File: src/rtl/fp_addsub_hs_if.sv
// fp_addsub_hs_if: operand/result handshake bundle for the pipelined fp adder.
//   in_valid/in_ready   : operation handshake (a, b, op_sub, round_mode, tag_in)
//   out_valid/out_ready : result handshake (result, flags {NV,OF,UF,NX}, tag_out)
// master = operand scheduler + writeback side, slave = the adder.
interface fp_addsub_hs_if #(
   parameter int WIDTH = 32,
   parameter int TAG_W = 4
);
   logic             in_valid;
   logic             in_ready;
   logic [WIDTH-1:0] a;
   logic [WIDTH-1:0] b;
   logic             op_sub;
   logic [2:0]       round_mode;
   logic [TAG_W-1:0] tag_in;
   logic             out_valid;
   logic             out_ready;
   logic [WIDTH-1:0] result;
   logic [3:0]       flags;
   logic [TAG_W-1:0] tag_out;

   modport master (
      output in_valid, a, b, op_sub, round_mode, tag_in, out_ready,
      input  in_ready, out_valid, result, flags, tag_out
   );

   modport slave (
      input  in_valid, a, b, op_sub, round_mode, tag_in, out_ready,
      output in_ready, out_valid, result, flags, tag_out
   );
endinterface

File: src/rtl/fp_addsub_hs.sv
// fp_addsub_hs: 4-stage IEEE 754 add/sub with runtime op and rounding mode,
// valid/ready backpressure, denormal results, exception flags and a user tag.
//   clk, rst : rising-edge clock, synchronous active-high reset
//   io       : fp_addsub_hs_if.slave (operands in, result/flags/tag out)
// Rounding modes: 0 RNE, 1 RTZ, 2 RDN, 3 RUP, 4 RMM. flags = {NV, OF, UF, NX}.
module fp_addsub_hs #(
   parameter int WIDTH   = 32,
   parameter int TAG_W   = 4,
   parameter int GUARD_W = 3
) (
   input  logic          clk,
   input  logic          rst,
   fp_addsub_hs_if.slave io
);
   localparam int EXP_W  = (WIDTH == 16) ? 5 : (WIDTH == 32) ? 8 : 11;
   localparam int MANT_W = WIDTH - EXP_W - 1;
   localparam int W      = MANT_W + 1 + GUARD_W;   // significand + guard bits
   localparam logic [2:0] RTZ = 3'd1, RDN = 3'd2, RUP = 3'd3, RMM = 3'd4;
   localparam logic [EXP_W-1:0] EXP_ONES = '1;
   localparam logic [WIDTH-2:0] INF_MAG  = {EXP_ONES, {MANT_W{1'b0}}};
   localparam logic [WIDTH-2:0] MAX_MAG  = {{(EXP_W-1){1'b1}}, 1'b0, {MANT_W{1'b1}}};
   localparam logic [WIDTH-1:0] QNAN     = {1'b0, EXP_ONES, 1'b1, {(MANT_W-1){1'b0}}};

   if (!(WIDTH == 16 || WIDTH == 32 || WIDTH == 64)) begin : g_bad_width
      $error("fp_addsub_hs: WIDTH must be 16, 32 or 64");
   end
   if (TAG_W < 1 || GUARD_W < 3) begin : g_bad_param
      $error("fp_addsub_hs: TAG_W >= 1 and GUARD_W >= 3 required");
   end

   // Control carried unchanged down the pipe; specials ride along and
   // replace the arithmetic result at the end.
   typedef struct packed {
      logic             sign;
      logic             eff_sub;
      logic [2:0]       rm;
      logic [TAG_W-1:0] tag;
      logic             spec;
      logic             spec_nv;
      logic [WIDTH-1:0] spec_res;
   } ctl_t;

   logic [4:1] vld_pipe;
   logic       en;
   assign en           = io.out_ready || !vld_pipe[4];
   assign io.in_ready  = en;
   assign io.out_valid = vld_pipe[4];

   // ---- stage 1: unpack, compare, align ----
   ctl_t             c1_n, c1, c2, c3;
   logic             sa, sb, a_big, a_ones, b_ones, a_mz, b_mz, a_nan, b_nan, stk;
   logic [WIDTH-2:0] mag_l, mag_s;
   logic [EXP_W-1:0] e_l, e_s, d, e1, e2, ef_n, ef3;
   logic [W-1:0]     big_n, sml_x, sml_n, big1, sml1, n3_n;
   logic [W:0]       sum_n, sum2;
   logic [W-2:0]     n3;
   logic             z3;

   always_comb begin
      sa    = io.a[WIDTH-1];
      sb    = io.b[WIDTH-1] ^ io.op_sub;
      a_big = io.a[WIDTH-2:0] >= io.b[WIDTH-2:0];
      mag_l = a_big ? io.a[WIDTH-2:0] : io.b[WIDTH-2:0];
      mag_s = a_big ? io.b[WIDTH-2:0] : io.a[WIDTH-2:0];
      // denormals: exponent 1, implicit bit 0
      e_l   = mag_l[WIDTH-2:MANT_W] | EXP_W'(~|mag_l[WIDTH-2:MANT_W]);
      e_s   = mag_s[WIDTH-2:MANT_W] | EXP_W'(~|mag_s[WIDTH-2:MANT_W]);
      d     = e_l - e_s;
      big_n = {|mag_l[WIDTH-2:MANT_W], mag_l[MANT_W-1:0], {GUARD_W{1'b0}}};
      sml_x = {|mag_s[WIDTH-2:MANT_W], mag_s[MANT_W-1:0], {GUARD_W{1'b0}}};
      if (32'(d) >= W) begin
         sml_n = '0;
         stk   = |sml_x;
      end else begin
         sml_n = sml_x >> d;
         stk   = |(sml_x & ((W'(1) << d) - W'(1)));
      end
      sml_n[0] = sml_n[0] | stk;   // lowest guard bit collects sticky

      a_ones = &io.a[WIDTH-2:MANT_W];
      b_ones = &io.b[WIDTH-2:MANT_W];
      a_mz   = ~|io.a[MANT_W-1:0];
      b_mz   = ~|io.b[MANT_W-1:0];
      a_nan  = a_ones && !a_mz;
      b_nan  = b_ones && !b_mz;

      c1_n          = '0;
      c1_n.sign     = a_big ? sa : sb;
      c1_n.eff_sub  = sa ^ sb;
      c1_n.rm       = io.round_mode;
      c1_n.tag      = io.tag_in;
      c1_n.spec     = a_ones || b_ones;
      c1_n.spec_res = QNAN;
      if (a_nan || b_nan)
         c1_n.spec_nv = (a_nan && !io.a[MANT_W-1]) || (b_nan && !io.b[MANT_W-1]);
      else if (a_ones && b_ones && (sa != sb))
         c1_n.spec_nv = 1'b1;
      else if (a_ones)
         c1_n.spec_res = {sa, INF_MAG};
      else
         c1_n.spec_res = {sb, INF_MAG};
   end

   // ---- stage 2: significand add/sub with carry ----
   always_comb begin
      sum_n = c1.eff_sub ? ({1'b0, big1} - {1'b0, sml1}) : ({1'b0, big1} + {1'b0, sml1});
   end

   // ---- stage 3: normalise ----
   function automatic int lzc(input logic [W-1:0] v);
      lzc = W;
      for (int i = 0; i < W; i++)
         if (v[i]) lzc = W - 1 - i;
   endfunction

   int lz, lim, sh;
   logic [EXP_W-1:0] e3_n;
   always_comb begin
      lz  = lzc(sum2[W-1:0]);
      lim = int'(e2) - 1;                 // never normalise below exponent 1
      sh  = (lz < lim) ? lz : lim;
      if (sum2[W]) begin
         n3_n = {sum2[W:2], sum2[1] | sum2[0]};
         e3_n = e2 + EXP_W'(1);
      end else begin
         n3_n = sum2[W-1:0] << sh;
         e3_n = e2 - EXP_W'(sh);
      end
      // no leading one after a limited shift -> denormal encoding
      ef_n = n3_n[W-1] ? e3_n : '0;
   end

   // ---- stage 4: round and pack ----
   logic             g, r, inx, inc, ovf, tiny, sgn, to_inf;
   logic [WIDTH-1:0] rnd, res_n, result_q;
   logic [3:0]       flg_n, flags_q;
   logic [TAG_W-1:0] tag_q;

   always_comb begin
      g   = n3[GUARD_W-1];
      r   = |n3[GUARD_W-2:0];
      inx = g || r;
      sgn = z3 ? (c3.eff_sub ? (c3.rm == RDN) : c3.sign) : c3.sign;
      case (c3.rm)
         RTZ:     inc = 1'b0;
         RDN:     inc = sgn && inx;
         RUP:     inc = !sgn && inx;
         RMM:     inc = g;
         default: inc = g && (r || n3[GUARD_W]);
      endcase
      // exponent and mantissa packed together so mantissa carry bumps the
      // exponent (denormal -> 2^emin, max -> overflow) for free
      rnd  = {1'b0, ef3, n3[W-2:GUARD_W]} + WIDTH'(inc);
      ovf  = rnd[WIDTH-1] || (&rnd[WIDTH-2:MANT_W]);
      tiny = ~|rnd[WIDTH-2:MANT_W];
      case (c3.rm)
         RTZ:     to_inf = 1'b0;
         RDN:     to_inf = sgn;
         RUP:     to_inf = !sgn;
         default: to_inf = 1'b1;
      endcase
      if (c3.spec) begin
         res_n = c3.spec_res;
         flg_n = {c3.spec_nv, 3'b000};
      end else if (ovf) begin
         res_n = {sgn, to_inf ? INF_MAG : MAX_MAG};
         flg_n = 4'b0101;
      end else begin
         res_n = {sgn, rnd[WIDTH-2:0]};
         flg_n = {2'b00, tiny && inx, inx};
      end
   end

   // ---- registers ----
   always_ff @(posedge clk) begin
      if (rst) begin
         vld_pipe <= '0;
         result_q <= '0;
         flags_q  <= '0;
         tag_q    <= '0;
      end else if (en) begin
         vld_pipe <= {vld_pipe[3:1], io.in_valid};
         result_q <= res_n;
         flags_q  <= flg_n;
         tag_q    <= c3.tag;
      end
   end

   always_ff @(posedge clk) begin
      if (en) begin
         c1   <= c1_n;
         e1   <= e_l;
         big1 <= big_n;
         sml1 <= sml_n;
         c2   <= c1;
         e2   <= e1;
         sum2 <= sum_n;
         c3   <= c2;
         ef3  <= ef_n;
         n3   <= n3_n[W-2:0];
         z3   <= ~|sum2;
      end
   end

   assign io.result  = result_q;
   assign io.flags   = flags_q;
   assign io.tag_out = tag_q;
endmodule

File: src/flat_wrapper.sv
// flat-port wrapper written by rule: the top's interface ports become plain ports
module fp_addsub_hs_flat 
#(
   parameter int WIDTH   = 32,
   parameter int TAG_W   = 4,
   parameter int GUARD_W = 3
)
  (clk, rst, io_in_valid, io_a, io_b, io_op_sub, io_round_mode, io_tag_in, io_out_ready, io_in_ready, io_out_valid, io_result, io_flags, io_tag_out);
  fp_addsub_hs_if #(.WIDTH(WIDTH), .TAG_W(TAG_W)) io_i ();
  input  logic clk;
  input  logic rst;
  input wire logic [$bits(io_i.in_valid)-1:0] io_in_valid;
  input wire logic [$bits(io_i.a)-1:0] io_a;
  input wire logic [$bits(io_i.b)-1:0] io_b;
  input wire logic [$bits(io_i.op_sub)-1:0] io_op_sub;
  input wire logic [$bits(io_i.round_mode)-1:0] io_round_mode;
  input wire logic [$bits(io_i.tag_in)-1:0] io_tag_in;
  input wire logic [$bits(io_i.out_ready)-1:0] io_out_ready;
  output wire logic [$bits(io_i.in_ready)-1:0] io_in_ready;
  output wire logic [$bits(io_i.out_valid)-1:0] io_out_valid;
  output wire logic [$bits(io_i.result)-1:0] io_result;
  output wire logic [$bits(io_i.flags)-1:0] io_flags;
  output wire logic [$bits(io_i.tag_out)-1:0] io_tag_out;
  assign io_i.in_valid = io_in_valid;
  assign io_i.a = io_a;
  assign io_i.b = io_b;
  assign io_i.op_sub = io_op_sub;
  assign io_i.round_mode = io_round_mode;
  assign io_i.tag_in = io_tag_in;
  assign io_i.out_ready = io_out_ready;
  assign io_in_ready = io_i.in_ready;
  assign io_out_valid = io_i.out_valid;
  assign io_result = io_i.result;
  assign io_flags = io_i.flags;
  assign io_tag_out = io_i.tag_out;
  fp_addsub_hs #(.WIDTH(WIDTH), .TAG_W(TAG_W), .GUARD_W(GUARD_W)) u_core (.clk(clk), .rst(rst), .io(io_i));
endmodule
File: config.mk
export PLATFORM = sky130hd
export DESIGN_NAME = fp_addsub_hs_flat
export DESIGN_NICKNAME = d
export VERILOG_FILES = /design/src/rtl/fp_addsub_hs_if.sv /design/src/rtl/fp_addsub_hs.sv /design/src/flat_wrapper.sv
export SDC_FILE = /design/constraint.sdc
export NUM_CORES = 1
export LEC_CHECK = 0
export ABC_AREA = 0
export CORE_ASPECT_RATIO = 2
export CORE_UTILIZATION = 50
export DETAILED_ROUTE_END_ITERATION = 6
export PLACE_DENSITY = 0.79
export SYNTH_ARGS = -nofsm -noshare
export SYNTH_HDL_FRONTEND = slang
export SYNTH_SLANG_ARGS = --single-unit
File: constraint.sdc
create_clock -name clk -period 11.12 [get_ports clk]
set_input_delay 2.224 -clock clk [delete_from_list [all_inputs] [get_ports clk]]
set_output_delay 2.224 -clock clk [all_outputs]
set_load 0.005 [all_outputs]
==> results.json <==
{
  "worstPathCellList": "clkdlybuf4s50_1 > inv_1 > ha_1 > nand4_1 > nor4_4 > nand2_1 > nand3_2 > o21ai_0 > nor4_1 > a21oi_1 > ha_1 > inv_1 > ha_1 > or2_2 > a22oi_1 > a41o_1 > nor4_4 > buf_4 > mux4_2 > mux2_2 > a21oi_1 > o211ai_1 > nor4_1 > a32oi_1",
  "clock-root-buffer": "clkbuf_16",
  "synth_seq_cells": 213,
  "finalWirelength_mm": 53.82,
  "initial_core_util_pct": 51.12,
  "relSlewSlack_pct": 24.29,
  "synth_area_leaders": "edfxtp_1 31%, ha_1 7.5%, mux2i_1 6.9%",
  "rows": 92,
  "final_common_cell": "nand2_1",
  "first_global_vias": 14900,
  "post-route-period-util_pct": 79.13,
  "synthesis.area_per_instance_sq_um": 8.886,
  "power.share.combinational_pct": 43.5,
  "fin_cells": 2340,
  "worst-path-buf-inv": 4,
  "dp_hpwl_mm": 42.51,
  "crit_top_cell": "ha_1",
  "reg2reg_depth": 27,
  "maxSlewViolCount": 0,
  "grtUsageTotal_pct": 33.05,
  "syn_to_final_growth_pct": 13.88,
  "ys_seq_area_share_pct": 36.81,
  "synthCells": 1821,
  "cts_sinks": 213,
  "yosysTopAreaCell": "edfxtp_1",
  "fin_crit_ns": 8.799,
  "cp.arrival_ns": 9.06,
  "skew_ns": 0.01257,
  "antenna_found_initial": 0,
  "clk_latency_ns": 0.53,
  "ff2ff_setup_slack_ns": 2.39,
  "die_area_sq_mm": 0.03313,
  "core_area_sq_mm": 0.03166,
  "placed_cells": 2304,
  "cp-endpoint": "u_core.sml1[0]",
  "io_pins": 118,
  "outcome": "completed",
  "hold_viol": 0,
  "vias_per_cell": 6.276,
  "dieHeight_microns": 256.4,
  "netlist_area_sq_mm": 0.01618,
  "nets": 2078,
  "worstSetupStartpoint": "io_b[25]",
  "clk_pin_slew_ns": 0.07,
  "max_cap_violations": 0,
  "port_buffers": 117,
  "synth_edf_count": 169,
  "cell_internal_pwr_w": 0.002110,
  "ir_drop_uv": 103.7,
  "routabilityCongestion": 1.060,
  "p_seq_share_pct": 36.7,
  "crit_fanout": 35,
  "yosysWarningCount": 0,
  "worst_hold_path_type": "reg2reg",
  "required_ns": 11.38,
  "antennaDiodeCount": 0,
  "cp-end-kind": "flip-flop",
  "synthArstFlopShare_pct": 0,
  "worst_pin_slew_ns": 1.126,
  "drive_gt1_share_pct": 5.790,
  "syn_nets": 1996,
  "ant_nets": 0,
  "firstDrtPassIters": 5,
  "swShare_pct": 40.44,
  "path_class": "in2reg",
  "r2r_start": "u_core.sum2[4]",
  "power.share.clock_pct": 19.8,
  "final_cell_mix": "183 x nand2_1, 178 x nor2_1, 169 x edfxtp_1, 146 x o21ai_0, 129 x a21oi_1",
  "fin_setup_tns_ns": 0,
  "setup_violations": 0,
  "total_leakage_power_nw": 7.312,
  "p_total_w": 0.003543,
  "post_cts_resize_count": 0,
  "clk_path_buf_depth": 3,
  "die_w_microns": 129.2,
  "cpPeakStageDelay_ns": 0.57,
  "reg2reg_to": "u_core.ef3[7]",
  "grt_max_degree": 82,
  "synth-main-ff-cell": "edfxtp_1",
  "path_depth": 24,
  "cts_tree": "yes",
  "max_freq_mhz": 113.7,
  "slowest_stage": "mux4_2",
  "cts_max_level": 1,
  "crit_family": "simple AND/OR/NAND/NOR gates",
  "power_switching_w": 0.001433,
  "grt_overflow": 0,
  "drcViolationCount": 0,
  "grt_pass1_wl_mm": 81.64,
  "cts_setup_buffers": 0,
  "detail_route.wl_per_cell_microns": 23.00,
  "powerDensity_mw_per_mm2": 192.3,
  "rsz0062_at_grt": "no",
  "worstSetupStartpointType": "input port",
  "postCtsHoldBufs": 0,
  "synth_top_area_share_pct": 31.36,
  "synthDistinctLibCells": 93,
  "drt_iter0_drc": 836,
  "via_count": 14690,
  "cts_buffers": 20
}
[flip-flops by register name, indices dropped and copies added, names as in the netlist, 13 cells and up]
| name | cells |
|---|---|
| u_core.c1 | 13 |
| u_core.c2 | 13 |
| u_core.io.result | 32 |
| u_core.n3 | 26 |
| u_core.c3 | 13 |
| u_core.sum2 | 28 |
| u_core.sml1 | 27 |
| u_core.big1 | 24 |
[power by group through the flow]
stage / clock [W] / sequential, W / combinational, W
after floorplan: 0 / 0.00123 / 0.00103
after global placement: 0 / 0.00130 / 0.00147
after detailed placement: 0 / 0.00130 / 0.00150
after CTS: 0.000710 / 0.00129 / 0.00150
after global routing: 0.000739 / 0.00132 / 0.00168
final: 0.000701 / 0.00130 / 0.00154
[synth_stat cells, types with 5 or more instances]
| master | n |
|---|---|
| o21bai_1 | 14 |
| a31oi_1 | 14 |
| xor2_1 | 22 |
| o21ai_0 | 146 |
| a211oi_1 | 26 |
| o22ai_1 | 5 |
| a22oi_1 | 11 |
| o31ai_1 | 19 |
| nor2_1 | 178 |
| nand2_1 | 183 |
| ha_1 | 97 |
| a21o_1 | 16 |
| nor3_1 | 74 |
| nor3b_1 | 5 |
| buf_2 | 19 |
| or3_1 | 9 |
| nand4_1 | 23 |
| clkbuf_1 | 58 |
| nand2b_1 | 15 |
| nor2b_1 | 26 |
| inv_1 | 103 |
| o211ai_1 | 11 |
| nor4_1 | 27 |
| mux4_2 | 11 |
| and3_1 | 11 |
| a22o_1 | 7 |
| nand3b_1 | 5 |
| and2_1 | 16 |
| a211o_1 | 8 |
| o41ai_1 | 6 |
| xnor2_1 | 46 |
| edfxtp_1 | 169 |
| dfxtp_1 | 44 |
| nand3_1 | 41 |
| o21a_1 | 9 |
| a21oi_1 | 129 |
| mux2i_1 | 111 |
| mux2_2 | 10 |
[cell type report]
cell class                      instances  area (sq um)
Fill cell                            2795         13230
Clock buffer                           25         560.5
Clock inverter                         11         107.6
Tap cell                              423         529.3
Inverter                              106         402.9
Multi-Input combinational cell       1417          9490
Timing Repair Buffer                  145          1381
Sequential cell                       213          5956
[cells by family after synthesis]
group / synth area share [%]
flops: 36.81
buf+inv: 4.763
fa+ha+maj: 7.748
xor+xnor: 3.680
compound gates: 18.85
mux: 9.093
simple gates: 19.06
[metrics by stage]
step	cell area [sq um]	hold slack (ns)	util, %	setup WS [ns]
finish	18430	0.4186	58.21	2.321
global route	18430	0.4265	58.21	1.782
CTS	18430	0.4193	58.21	2.400
detailed placement	17760	0.4045	56.10	1.880
global placement	17760	0.4018	56.10	1.949
floorplan	16180	0.4003	-	1.535
[worst reg2reg max path, cell delays in order, from the launching register on]
cell and delay (ns):
edfxtp_1 0.52, o31ai_1 0.82, a211oi_1 0.18, o31ai_1 0.23
a211oi_1 0.11, o31a_1 0.25, o31ai_1 0.90, inv_1 0.13
ha_1 0.24, a21o_1 0.15, a2111oi_1 0.72, nand2_1 0.14
o21ai_1 0.65, mux2i_2 0.28, buf_4 0.39, inv_1 0.42
ha_1 0.41, nor2b_1 0.21, ha_1 0.27, a21o_1 0.18
a21o_1 0.20, a21o_1 0.20, a21oi_1 0.24, o21bai_1 0.09
a21oi_1 0.17, xnor2_1 0.16, xnor2_1 0.15, nor2_1 0.05
[worst min path at each step]
stage	from	endpoint	slack, ns	cells past startpoint
finish	u_core.e1[1]	u_core.e2[1]	0.42	0
global route	u_core.e1[6]	u_core.e2[6]	0.43	0
CTS	u_core.e1[1]	u_core.e2[1]	0.42	0
detailed placement	u_core.c2[34]	u_core.c3[34]	0.40	0
global placement	u_core.c1[38]	u_core.c2[38]	0.40	0
floorplan	u_core.c1[22]	u_core.c2[22]	0.40	0
[layer usage]
layer  vias up  part of all wire, %  GRT usage [%]
met4         0                   12          35.23
li1       6874                    -              -
met2       606                   54          62.96
met5         -                    0              0
met1      6917                   29          26.42
met3       290                  4.4          4.590
(Power assumes the default switching activity.)
